## src/rtl/branch_resolve_unit.sv

```systemverilog
// Execute-stage branch resolution: evaluates branches and jumps, checks the fetch prediction,
// registers the redirect, and keeps a 2-bit saturating-counter BHT with a combinational fetch lookup.
module branch_resolve_unit #(
    parameter int XLEN      = 32,
    parameter int BHT_DEPTH = 64,
    parameter int CNT_W     = 32
) (
    input  logic             clk,
    input  logic             reset_n,
    input  logic             valid_in,
    input  logic             stall,
    input  logic             flush_in,
    input  logic [5:0]       aluSelect,
    input  logic [XLEN-1:0]  pc,
    input  logic [XLEN-1:0]  rs1,
    input  logic [XLEN-1:0]  rs2,
    input  logic [XLEN-1:0]  imm,
    input  logic             pred_taken,
    input  logic [XLEN-1:0]  pred_target,
    input  logic [XLEN-1:0]  if_pc,
    output logic             if_pred_taken,
    output logic             valid_out,
    output logic             branch_taken,
    output logic [XLEN-1:0]  target,
    output logic [XLEN-1:0]  link,
    output logic             mispredict,
    output logic [XLEN-1:0]  redirect_pc,
    output logic [CNT_W-1:0] branch_cnt,
    output logic [CNT_W-1:0] mispredict_cnt
);
    localparam int IDX_W = $clog2(BHT_DEPTH);

    localparam logic [5:0] OP_JAL  = 6'b000011;
    localparam logic [5:0] OP_JALR = 6'b000100;
    localparam logic [5:0] OP_BEQ  = 6'b000101;
    localparam logic [5:0] OP_BNE  = 6'b000110;
    localparam logic [5:0] OP_BLT  = 6'b000111;
    localparam logic [5:0] OP_BGE  = 6'b001000;
    localparam logic [5:0] OP_BLTU = 6'b001001;
    localparam logic [5:0] OP_BGEU = 6'b001010;

    logic             w_is_br;
    logic             w_is_ctrl;
    logic             w_taken;
    logic [XLEN-1:0]  w_pc_plus4;
    logic [XLEN-1:0]  w_pc_imm;
    logic [XLEN-1:0]  w_rs1_imm;
    logic [XLEN-1:0]  w_target;
    logic [XLEN-1:0]  w_next_pc;
    logic             w_mispredict;
    logic             w_cap;
    logic [IDX_W-1:0] w_idx;
    logic [IDX_W-1:0] w_if_idx;
    logic [1:0]       w_bht_cur;
    logic [1:0]       w_bht_new;
    logic             w_unused;

    logic             r_valid;
    logic             r_taken;
    logic [XLEN-1:0]  r_target;
    logic [XLEN-1:0]  r_link;
    logic             r_mispredict;
    logic [XLEN-1:0]  r_redirect;
    logic [CNT_W-1:0] r_branch_cnt;
    logic [CNT_W-1:0] r_mispred_cnt;
    logic [1:0]       r_bht [BHT_DEPTH];

    assign w_pc_plus4 = pc + XLEN'(4);
    assign w_pc_imm   = pc + imm;
    assign w_rs1_imm  = rs1 + imm;

    always_comb begin
        w_is_br   = 1'b0;
        w_is_ctrl = 1'b1;
        w_taken   = 1'b0;
        w_target  = w_pc_imm;
        case (aluSelect)
            OP_JAL:  w_taken = 1'b1;
            OP_JALR: begin
                w_taken  = 1'b1;
                w_target = {w_rs1_imm[XLEN-1:1], 1'b0};
            end
            OP_BEQ:  begin w_is_br = 1'b1; w_taken = (rs1 == rs2); end
            OP_BNE:  begin w_is_br = 1'b1; w_taken = (rs1 != rs2); end
            OP_BLT:  begin w_is_br = 1'b1; w_taken = ($signed(rs1) <  $signed(rs2)); end
            OP_BGE:  begin w_is_br = 1'b1; w_taken = ($signed(rs1) >= $signed(rs2)); end
            OP_BLTU: begin w_is_br = 1'b1; w_taken = (rs1 <  rs2); end
            OP_BGEU: begin w_is_br = 1'b1; w_taken = (rs1 >= rs2); end
            default: begin
                w_is_ctrl = 1'b0;
                w_target  = w_pc_plus4;
            end
        endcase
    end

    assign w_next_pc    = w_taken ? w_target : w_pc_plus4;
    assign w_mispredict = (pred_taken != w_taken) | (w_taken & (pred_target != w_target));
    assign w_cap        = valid_in & ~stall & ~flush_in;

    always_ff @(posedge clk or negedge reset_n) begin
        if (!reset_n) begin
            r_valid       <= 1'b0;
            r_taken       <= 1'b0;
            r_target      <= '0;
            r_link        <= '0;
            r_mispredict  <= 1'b0;
            r_redirect    <= '0;
            r_branch_cnt  <= '0;
            r_mispred_cnt <= '0;
        end else if (flush_in) begin
            r_valid      <= 1'b0;
            r_mispredict <= 1'b0;
        end else if (!stall) begin
            if (valid_in) begin
                r_valid       <= 1'b1;
                r_taken       <= w_taken;
                r_target      <= w_target;
                r_link        <= w_pc_plus4;
                r_mispredict  <= w_mispredict;
                r_redirect    <= w_next_pc;
                r_branch_cnt  <= r_branch_cnt + CNT_W'(w_is_ctrl);
                r_mispred_cnt <= r_mispred_cnt + CNT_W'(w_mispredict);
            end else begin
                r_valid      <= 1'b0;
                r_mispredict <= 1'b0;
            end
        end
    end

    // BHT: only conditional branches train; the fetch lookup sees the pre-update value.
    assign w_idx     = pc[IDX_W+1:2];
    assign w_if_idx  = if_pc[IDX_W+1:2];
    assign w_bht_cur = r_bht[w_idx];

    always_comb begin
        w_bht_new = w_bht_cur;
        if (w_taken) begin
            if (w_bht_cur != 2'b11) w_bht_new = w_bht_cur + 2'd1;
        end else begin
            if (w_bht_cur != 2'b00) w_bht_new = w_bht_cur - 2'd1;
        end
    end

    always_ff @(posedge clk or negedge reset_n) begin
        if (!reset_n) begin
            for (int i = 0; i < BHT_DEPTH; i++) r_bht[i] <= 2'b01;
        end else if (w_cap && w_is_br) begin
            r_bht[w_idx] <= w_bht_new;
        end
    end

    assign w_unused = ^{if_pc[XLEN-1:IDX_W+2], if_pc[1:0]};

    assign if_pred_taken  = r_bht[w_if_idx][1];
    assign valid_out      = r_valid;
    assign branch_taken   = r_taken;
    assign target         = r_target;
    assign link           = r_link;
    assign mispredict     = r_mispredict;
    assign redirect_pc    = r_redirect;
    assign branch_cnt     = r_branch_cnt;
    assign mispredict_cnt = r_mispred_cnt;
endmodule

```

## config.mk

```make
export PLATFORM = sky130hd
export DESIGN_NAME = branch_resolve_unit
export DESIGN_NICKNAME = d
export VERILOG_FILES = /design/src/rtl/branch_resolve_unit.sv
export SDC_FILE = /design/constraint.sdc
export NUM_CORES = 1
export LEC_CHECK = 0
export ABC_CLOCK_PERIOD_IN_PS = 3200
export CORE_ASPECT_RATIO = 1.1
export CORE_MARGIN = 5
export CORE_UTILIZATION = 54
export DETAILED_ROUTE_END_ITERATION = 10
export PLACE_DENSITY = 0.92
export SETUP_SLACK_MARGIN = 0.4
export SLEW_MARGIN = 25
export SYNTH_ARGS = -nofsm -noshare
export SYNTH_HDL_FRONTEND = slang
export SYNTH_SLANG_ARGS = --single-unit
```

## constraint.sdc

```tcl
create_clock -name clk -period 3.2 [get_ports clk]
set_input_delay 0.32 -clock clk [delete_from_list [all_inputs] [get_ports clk]]
set_output_delay 0.32 -clock clk [all_outputs]
set_load 0.1 [all_outputs]
```

==> impl_metrics.ini, run 1 <==
[outcome]
status = did not finish
haltStage = 5_1_grt
tool.error = [ERROR GRT-0116] Global routing finished with congestion. Check the congestion regions in the DRC Viewer.

[floorplanning]
start_util_pct = 54.8
die_h_um = 208
num_rows = 72
io_pins = 368
die_x_um = 190

[yosys]
ys_seq_area_share_pct = 38.1
synthMuxAreaShare_pct = 3.29
synth-compound-area-share_pct = 19.8
yosysUniqueCellTypes = 96
synth-xor-area-share_pct = 6.76
synthCells = 2256
synth_top_family_by_area = simple AND/OR/NAND/NOR gates
synth_top_cell_area_share_pct = 29.4
yosys.area.top_type = dfrtp_1
synthAdderAreaFrac_pct = 6.72
synth_ff_type = dfrtp_1
synth_enable_flop_cells = 0
async_reset_ff_share_pct = 100
yosys-top-cells-count = 470 x nand2_1, 227 x dfrtp_1, 226 x o21ai_0
yosysWarnings = 0
syn_area_mm2 = 0.0193
synth_most_common_cell = nand2_1
syn_area_per_cell_um2 = 8.56
synth_area_leaders = dfrtp_1 29%, nand2_1 9.1%, dfstp_2 8.7%, ha_1 6.4%, o21ai_0 5.9%
ys_seq_elements = 291
yosys.area_share.simple_pct = 21.7
synth_nets = 2561

[clocking]
cts_buffers = 30
root_buffer = clkbuf_16
h-tree-depth = 1
cts.sinks = 291
ctsLongestPathBuffers = 3

[placed_design]
hpwl_um = 61200
port_buffers = 341
dp_cells = 3416
place_congestion = 1.14
pre_cts_ws_ns = -2.04

[global_routing]
grt_pass1_vias = 27200
grt-ovfl-total = 13
gr-usage-all-layers_pct = 52.0
grt_pass1_wl_um = 158000
grt_max_degree = 99
## what timing repair did
item                       in CTS
pin swaps                      67
resized for setup             385
hold buffers                    1
setup endpoints to repair     221
cloned                          2
setup buffers                  21
hold endpoints to repair       56
## logic make-up after synthesis
logic type	count (synthesis)
fa+ha+maj	103
xor+xnor	149
compound gates	606
buf+inv	165
flops	291
simple gates	905
mux	37
## per-stage QoR
step | utilization [%] | hold slack, ns | area [µm²]
after CTS | 81.3 | 0.127 | 28600
after detailed placement | 75.1 | 0.382 | 26500
after global placement | 75.1 | 0.375 | 26500
after floorplan | - | 0.0244 | 19600
## routing by layer
| metal | track usage (%) | GRT overflow |
|---|---|---|
| met5 | 13.6 | 0 |
| met4 | 49.0 | 7 |
| met3 | 33.5 | 0 |
| met2 | 71.6 | 6 |
| met1 | 51.1 | 0 |
==> run 2: changes to the inputs <==
Settings changed: CORE_ASPECT_RATIO 1.1 to unset, CORE_UTILIZATION 54 to 40, PLACE_DENSITY 0.92 to unset, PLACE_DENSITY_LB_ADDON set to 0.15, SETUP_SLACK_MARGIN 0.4 to unset.
==> run 2 against run 1 <==
- the flow now finishes, with violations (setup timing)
- synthesized area unchanged
- synthesized cell count unchanged
==> impl_metrics.ini, run 2 <==
[finish]
final_common_cell = buf_4
design_area_mm2 = 0.0316
regMostFlops = r_bht
fillers = 3951
seq_area_mm2 = 0.00736
final_cell_mix = 597 x buf_4, 461 x nand2_1, 227 x dfrtp_1
fin_nets = 3453
largest_reg_flops = 128
multi_input_area_mm2 = 0.0135
drive_gt1_share_pct = 40.0
areaGrowthSynthToFinish_pct = 63.5

[timing]
fmax_mhz = 240
layout_setup_ws_ns = -0.971
setup_viol = 39
clock_skew_ns = 0.0248
slew_viol_final = 0
finalCritPeriodShare_pct = 130
finalSetupTns_ns = -28.56
period_minus_slack_ns = 4.17
hold_violations = 0
max_slew_margin_pct = 31.4
worstMarginPinSlew_ns = 1.03
rsz0062_at_grt = yes

[clocking]
clock_latency_ns = 0.56
clk_pin_slew_worst_paths_ns = 0.06
ctsLongestPathBuffers = 3
cts.sinks = 291
h-tree-depth = 2
cts_buffers = 34
root_buffer = clkbuf_16
cts_tree = yes

[setup_path]
cp_max_fo = 5
reg2regPathDepth = 8
timing.critical_path.cells = buf_6 > ha_4 > fa_2 > a21oi_4 > o221a_4 > buf_6 > o32ai_2 > or3_4 > nand2_4 > a211oi_2 > or4_4 > a2bb2o_4 > or4_4 > nor4_4 > nor2_2 > ha_4 > and3_4 > nand2_8 > nor2_4 > nand4_1 > xnor2_1
path_class = input port to flop
cp-end-kind = flop
crit_arrival_ns = 4.62
reg2reg_from = r_bht[64]
slowest_delay_ns = 0.52
r2r_slack_ns = 0.56
cp_slowest_cell = or4_4
crit_path_start_kind = input port
worstReg2RegEnd = r_bht[8]
worst_ep_required_time_ns = 3.65

[placed_design]
place_area_mm2 = 0.0271
hpwl_um = 64300
port_buffers = 341
place_congestion = 1.00

[floorplanning]
die_area_mm2 = 0.0528
io_pins = 368
die_x_um = 230
num_rows = 80
coreArea_mm2 = 0.0477
die_h_um = 230
start_util_pct = 40.5

[yosys]
synth_area_leaders = dfrtp_1 29%, nand2_1 9.1%, dfstp_2 8.7%, ha_1 6.4%, o21ai_0 5.9%
synth_top_cell_area_share_pct = 29.4
synth_enable_flop_cells = 0
synth_most_common_cell = nand2_1
synthCells = 2256
yosys-top-cells-count = 470 x nand2_1, 227 x dfrtp_1, 226 x o21ai_0
yosys.area.top_type = dfrtp_1
synth_nets = 2561
ys_seq_elements = 291
ys_seq_area_share_pct = 38.1
yosysUniqueCellTypes = 96
yosysWarnings = 0
async_reset_ff_share_pct = 100
syn_area_mm2 = 0.0193
synth_ff_type = dfrtp_1
syn_area_per_cell_um2 = 8.56

[global_routing]
grt_use_met1_pct = 40.1
grt.busiest_layer = met2
antenna_found_initial = 6
met3_usage_pct = 4.82
grt_max_degree = 101
gr-usage-all-layers_pct = 31.0
grt_pass1_wl_um = 128000
grt_pass1_vias = 21500
met2_usage_pct = 51.1
grt-ovfl-total = 0

[power_and_ir_drop]
power_density_mw_per_mm2 = 436
leakage_nw = 13.9
vdd_drop_max_mv = 0.666

[routing]
wl_um = 87500
num_vias = 21700
drc_errors = 0
wire_per_inst_um = 23.0
final_antenna_net_count = 0
first_pass_iters = 6
drt_iter0_markers = 2108
vias_per_cell = 5.72

[hold_path]
hold-path-cell-count = 3
hold_start = pc[1]
hp-class = input port to flop
min_to = link[1]

[outcome]
status = finished, violations left
violations = setup timing

[flow_run]
cap_violations = 0
[run 2: kinds of logic after synthesis]
family,synth area share (%)
and+or+nand+nor,21.7
AOI/OAI and AO/OA,19.8
DFF,38.1
buffers and inverters,3.66
xor gates and xnor gates,6.76
adders and majority gates,6.72
muxes,3.29
[run 2: layout make-up]
type	count	area share, %
timing repair buffer	962	27.0
tap	615	2.44
multi-input combinational	1801	42.7
sequential	291	23.3
clock inverter	13	0.539
clock buffer	49	3.26
inverter	58	0.745
antenna	6	0.0475
[run 2: how the worst max path moves through the flow]
stage                     depth (start not counted)    start            endpoint  slack, ns
final                                            21    pc[0]  mispredict_cnt[19]      -0.97
after global routing                             22   imm[2]  mispredict_cnt[19]      -1.10
after CTS                                        21   imm[0]  mispredict_cnt[19]      -0.96
after detailed placement                         21   rs1[0]  mispredict_cnt[28]      -2.06
after global placement                           22    pc[0]  mispredict_cnt[28]      -2.01
after floorplan                                  20  imm[10]  mispredict_cnt[23]      -1.04
[run 2: metrics by stage]
stage	instances	setup WS [ns]	total power [mW]	util (%)	hold WS, ns
4_1_cts	3758	-0.964	13.6	63.8	0.0623
6_report	3795	-0.971	13.8	66.1	0.0998
5_1_grt	3794	-1.10	14.3	66.1	0.116
3_3_place_gp	3619	-2.01	9.16	56.8	0.399
2_1_floorplan	2256	-1.04	7.14	-	0.0244
3_5_place_dp	3619	-2.06	9.19	56.8	0.408
[run 2: layer usage]
metal / vias up / part of all wire [%] / routed length, µm
li1: 9978 / - / -
met1: 10500 / 40 / 35300
met2: 974 / 47 / 40900
met3: 294 / 7.0 / 6090
met4: 0 / 5.9 / 5160
met5: - / 0 / 0
[run 2: critical path, delay by kind of cell]
| kind | cells | cell delay (ns) |
|---|---|---|
| AO/OA/AOI/OAI | 5 | 0.77 |
| AND/OR/NAND/NOR | 10 | 2.47 |
| adder cells (fa/ha/maj) | 3 | 0.73 |
| buffers and inverters | 2 | 0.21 |
| XOR/XNOR | 1 | 0.13 |
[run 2: timing repair]
item / CTS / global route
pin swaps: 114 / 134
buffers inserted: 67 / 27
setup endpoints to repair: 194 / 195
hold buffers: 1 / 0
gates resized for setup: 646 / 275
endpoints found under the hold margin: 74 / 0
cloned: 10 / 14
[run 2: where the power goes]
group / internal (mW) / switching, mW
combinational: 1.91 / 3.63
sequential: 3.93 / 0.183
clock: 2.50 / 1.64
No activity file was read; power rests on OpenSTA's default activity.
